**src/rtl/branch_pc_unit.sv**
```systemverilog
// branch_pc_unit: owns the fetch PC. It turns comparator results and decoded
// jumps into fetch redirects, holds a redirect across fetch stalls, and keeps
// saturating counts of branches seen and branches taken.
module branch_pc_unit #(
  parameter logic [31:0] RESET_PC = 32'h0000_0000,
  parameter int          CNT_W    = 16
) (
  input  logic             clk,
  input  logic             rst_n,
  input  logic             fetch_stall,
  input  logic             br_valid,
  input  logic             bcres,
  input  logic [31:0]      br_pc,
  input  logic [31:0]      br_offset,
  input  logic             jmp_valid,
  input  logic [31:0]      jmp_target,
  output logic [31:0]      pc,
  output logic             flush,
  output logic             pending,
  output logic             align_err,
  output logic [CNT_W-1:0] br_cnt,
  output logic [CNT_W-1:0] tk_cnt
);

  typedef enum logic {SEQ, PEND} state_t;

  state_t            state, state_d;
  logic [31:0]       tgt_r, tgt_d;
  logic [31:0]       pc_d;
  logic              flush_d;
  logic              align_d;
  logic [CNT_W-1:0]  br_d, tk_d;

  logic [31:0]       br_target;
  logic [31:0]       jmp_aligned;
  logic [31:0]       redirect;
  logic              taken;

  // Counters stop at all-ones instead of wrapping.
  function automatic logic [CNT_W-1:0] sat_inc(input logic [CNT_W-1:0] v);
    return (&v) ? v : v + 1'b1;
  endfunction

  // A simultaneous jump overrides the branch; the branch still counts as seen.
  assign br_target   = br_pc + 32'd4 + (br_offset << 2);
  assign jmp_aligned = {jmp_target[31:2], 2'b00};
  assign taken       = jmp_valid | (br_valid & bcres);
  assign redirect    = jmp_valid ? jmp_aligned : br_target;

  // Next-state, next-PC and statistics; PEND ignores branch/jump inputs.
  always_comb begin
    state_d = state;
    pc_d    = pc;
    tgt_d   = tgt_r;
    flush_d = 1'b0;
    align_d = align_err;
    br_d    = br_cnt;
    tk_d    = tk_cnt;
    case (state)
      SEQ: begin
        if (br_valid) begin
          br_d = sat_inc(br_cnt);
          if (bcres && !jmp_valid) tk_d = sat_inc(tk_cnt);
        end
        if (jmp_valid && (jmp_target[1:0] != 2'b00)) align_d = 1'b1;
        if (taken) begin
          flush_d = 1'b1;
          if (fetch_stall) begin
            tgt_d   = redirect;
            state_d = PEND;
          end else begin
            pc_d = redirect;
          end
        end else if (!fetch_stall) begin
          pc_d = pc + 32'd4;
        end
      end
      PEND: begin
        if (!fetch_stall) begin
          pc_d    = tgt_r;
          state_d = SEQ;
        end
      end
      default: state_d = SEQ;
    endcase
  end

  // State and output registers; reset also drops any deferred target.
  always_ff @(posedge clk) begin
    if (!rst_n) begin
      state     <= SEQ;
      pc        <= RESET_PC;
      tgt_r     <= 32'h0;
      flush     <= 1'b0;
      align_err <= 1'b0;
      br_cnt    <= '0;
      tk_cnt    <= '0;
    end else begin
      state     <= state_d;
      pc        <= pc_d;
      tgt_r     <= tgt_d;
      flush     <= flush_d;
      align_err <= align_d;
      br_cnt    <= br_d;
      tk_cnt    <= tk_d;
    end
  end

  assign pending = (state == PEND);

endmodule

```
**config.mk**
```make
export PLATFORM = sky130hd
export DESIGN_NAME = branch_pc_unit
export DESIGN_NICKNAME = d
export VERILOG_FILES = /design/src/rtl/branch_pc_unit.sv
export SDC_FILE = /design/constraint.sdc
export NUM_CORES = 1
export LEC_CHECK = 0
export BUFFER_PORTS_ARGS = -buffer_cell sky130_fd_sc_hd__buf_2
export CAP_MARGIN = 10
export CORE_MARGIN = 4
export CORE_UTILIZATION = 49
export DETAILED_ROUTE_END_ITERATION = 16
export MAX_ROUTING_LAYER = met4
export PLACE_DENSITY_LB_ADDON = 0.12
export SKIP_CTS_REPAIR_TIMING = 1
export SYNTH_ARGS = -nofsm -noshare
export SYNTH_HDL_FRONTEND = slang
export SYNTH_SLANG_ARGS = --single-unit
```
**constraint.sdc**
```tcl
create_clock -name clk -period 3.5 [get_ports clk]
set_input_delay 0.7 -clock clk [delete_from_list [all_inputs] [get_ports clk]]
set_output_delay 0.7 -clock clk [all_outputs]
set_load 0.02 [all_outputs]
```
==> results.py <==
metrics = {
    "place": {
        "placed_area_mm2": 0.00805,
        "place_inst": 1228,
        "detailed_place_hpwl_um": 14700,
        "place_worst_setup_slack_ps": -128,
        "port_buf_inserts": 166,
        "routabilityCongestion": 0.840,
    },
    "synthesis": {
        "async_flop_share": 0,
        "synth_compound_gate_area_share": 0.244,
        "xor_and_xnor_area_share_after_synthesis": 0.0935,
        "synthTopCellsByCount": "nor2_1, dfxtp_1, nand2_1, a21oi_1, o21ai_0",
        "post_synth_net_total": 1057,
        "synth.avg_cell_area_um2": 7.74,
        "synth_sequential_area_ratio": 0.286,
        "synth_adder_area_share": 0.111,
        "synth_enable_flop_cells": 0,
        "post_synth_main_area_contributors": "dfxtp_1, ha_1, a21oi_1",
        "mappedNetlistArea_mm2": 0.00692,
        "yosys.area_share.simple": 0.220,
        "yosys.area.top_type": "dfxtp_1",
        "synth.lib_cells_used.distinct": 67,
        "top_cell_type_s_share_of_synthesized_area": 0.286,
        "synthMuxAreaShare": 0.0103,
        "dominantRegCellSynth": "dfxtp_1",
        "synth-seq-cells": 99,
        "yosys_warnings": 0,
        "yosys.cell_count.top_type": "nor2_1",
        "synth_top_family_by_area": "compound AO/OA/AOI/OAI gates",
        "synth_cells": 894,
    },
    "clocking": {
        "insertion_delay_ps": 350,
        "cts_max_level": 3,
        "cts_tree": "built",
        "clockRootBuffer": "clkbuf_16",
        "cts_num_sinks": 99,
        "max-clock-path-buffers": 2,
        "numCtsBuffers": 9,
        "worst_setup_hold_path_clk_slew_ps": 70,
    },
    "sta": {
        "setup_viol_count_final": 0,
        "hold-worst-slack_ps": 446,
        "worst_max_slew_margin_expressed_relative_to_the_limit": 0.506,
        "unrepaired_setup_endpoints_after_global_routing": "false",
        "fmax_mhz": 306,
        "maxSlewViolCount": 0,
        "clock_skew_ps": 5.08,
        "final_min_period_over_clock_period": 0.935,
        "fin_hold_viols": 0,
        "layout_min_cycle_time_ps": 3270,
        "worst_pin_slew_ps": 739,
        "postLayoutSetupSlackWorst_ps": 227,
    },
    "run": {
        "max_cap_violations": 0,
    },
    "worst_hold_path": {
        "worstHoldPathType": "flip-flop to flip-flop",
    },
    "die": {
        "core_area_mm2": 0.0139,
        "die_width_um": 127,
        "design.die.area_mm2": 0.0161,
        "fp.dieH_um": 127,
        "ios": 169,
        "core.rowCount": 43,
        "initial_utilization": 0.499,
    },
    "power": {
        "p_leak_nw": 3.75,
        "post-layout-total-power_w": 0.00325,
        "power_per_cell_area_mw_per_mm2": 389,
        "irDropWorstVdd_mv": 0.222,
    },
    "grt": {
        "globalRouteOverflowTotal": 0,
        "globalRouteTotalUtil": 0.248,
        "grt_start_max_net_pins": 54,
        "grt_first_pass_wirelength_um": 32100,
        "number_of_global_route_vias_before_repair": 6485,
        "number_of_antenna_violations_at_the_first_check_in_global_routing": 1,
    },
    "routing": {
        "detailroute.via_count": 7143,
        "ant_nets": 0,
        "drt-pass1-iter-count": 5,
        "drt_iter0_markers": 529,
        "wl_um": 19800,
        "route.detailed.wl_per_inst_um": 15.9,
        "vias_per_std_cell": 5.74,
        "drc": 0,
    },
    "layout": {
        "nets": 1222,
        "synthToLayoutAreaGrowth_pct": 20.9,
        "finished_cell_area_mm2": 0.00837,
        "drive_above_1_share": 0.215,
        "fin_cells": 1245,
    },
    "setup_path": {
        "critical_path_required_ps": 3740,
        "criticalPathCategory": "primary input to flip-flop",
        "cp_data_arrival_time_ps": 3510,
        "critical_path.max_fanout": 5,
        "critical_path_end_type": "flip-flop",
        "cp-start-kind": "primary input",
    },
    "status": {
        "status": "finished, final reports clean",
    },
}
==> critical path: stages <==
cell	delay, ps
buf_2	100
ha_1	280
ha_1	230
fa_1	380
a21o_1	200
a221oi_4	330
nand3b_1	160
nand3b_1	100
a21o_1	190
a21o_1	200
mux2i_1	150
a31o_2	240
o221a_2	240
==> registers in the layout (all words and copies together) (netlist names) <==
signal and cells:
align_err 1, tk_cnt 16, tgt_r 32, pending 1, pc 32, flush 1
br_cnt 16
==> logic make-up (layout without fill, tap and decap cells) <==
logic type	count (synthesis)	in the layout
muxes	7	7
other	0	1
adders and majority gates	61	61
buffers and inverters	62	232
xor gates and xnor gates	73	73
AOI/OAI and AO/OA	265	265
and+or+nand+nor	327	327
DFF	99	99
==> power breakdown <==
| group | internal [W] | total [W] | switching [W] |
|---|---|---|---|
| sequential | 0.00119 | 0.00125 | 0.0000594 |
| clock | 0.000624 | 0.00107 | 0.000450 |
| combinational | 0.000383 | 0.000933 | 0.000549 |
==> layout make-up <==
| type | instances | area, µm² |
|---|---|---|
| fillers | 1359 | 5510 |
| multi-input cells | 733 | 4710 |
| flip-flops and latches | 99 | 1980 |
| repair buffers | 197 | 1060 |
| clock buffers | 9 | 225 |
| well taps | 180 | 225 |
| clock inverters | 7 | 92.6 |
| inverters | 19 | 71.3 |
| diodes | 1 | 2.50 |
==> layer usage <==
metal | GRT usage | vias up | wire length [µm]
li1 | - | 3577 | -
met1 | 0.333 | 3269 | 9100
met2 | 0.383 | 272 | 8900
met3 | 0.0413 | 25 | 1470
met4 | 0.0751 | 0 | 303
met5 | - | - | 0
==> per-stage QoR <==
step	utilization	TNS, ps
finish	0.603	0
global route	0.603	0
CTS	0.603	0
detailed placement	0.580	-674
floorplan	-	0
global placement	0.580	-492
==> path summary, 6_finish.rpt <==
check / start / endpoint / slack, ps / cells past startpoint
setup / recovery: br_pc[3] / pc[23]$_SDFFE_PN0P_ / 230 / 13
hold / removal: align_err$_SDFFE_PN0P_ / align_err$_SDFFE_PN0P_ / 450 / 2
setup reg to reg: pc[5]$_SDFFE_PN0P_ / pc[30]$_SDFFE_PN0P_ / 1050 / 9
hold reg to reg: align_err$_SDFFE_PN0P_ / align_err$_SDFFE_PN0P_ / 450 / 2
==> layout by cell type, fill, tap and decap left out, drive strengths merged, types with 7 or more instances in the layout <==
master	netlist	layout
xor2	40	40
a21o	8	8
nand2	92	92
and3	25	25
o21ai	73	73
nand3	32	32
buf	5	197
a211oi	19	19
a221oi	8	8
clkbuf	38	9
ha	60	60
inv	17	17
dfxtp	99	99
and2	9	9
xnor2	33	33
nor3	22	22
a21oi	82	82
o211ai	12	12
and4	7	7
nor2	108	108
nand4	10	10
a31oi	8	8
Power figures use the tool's default switching activity.
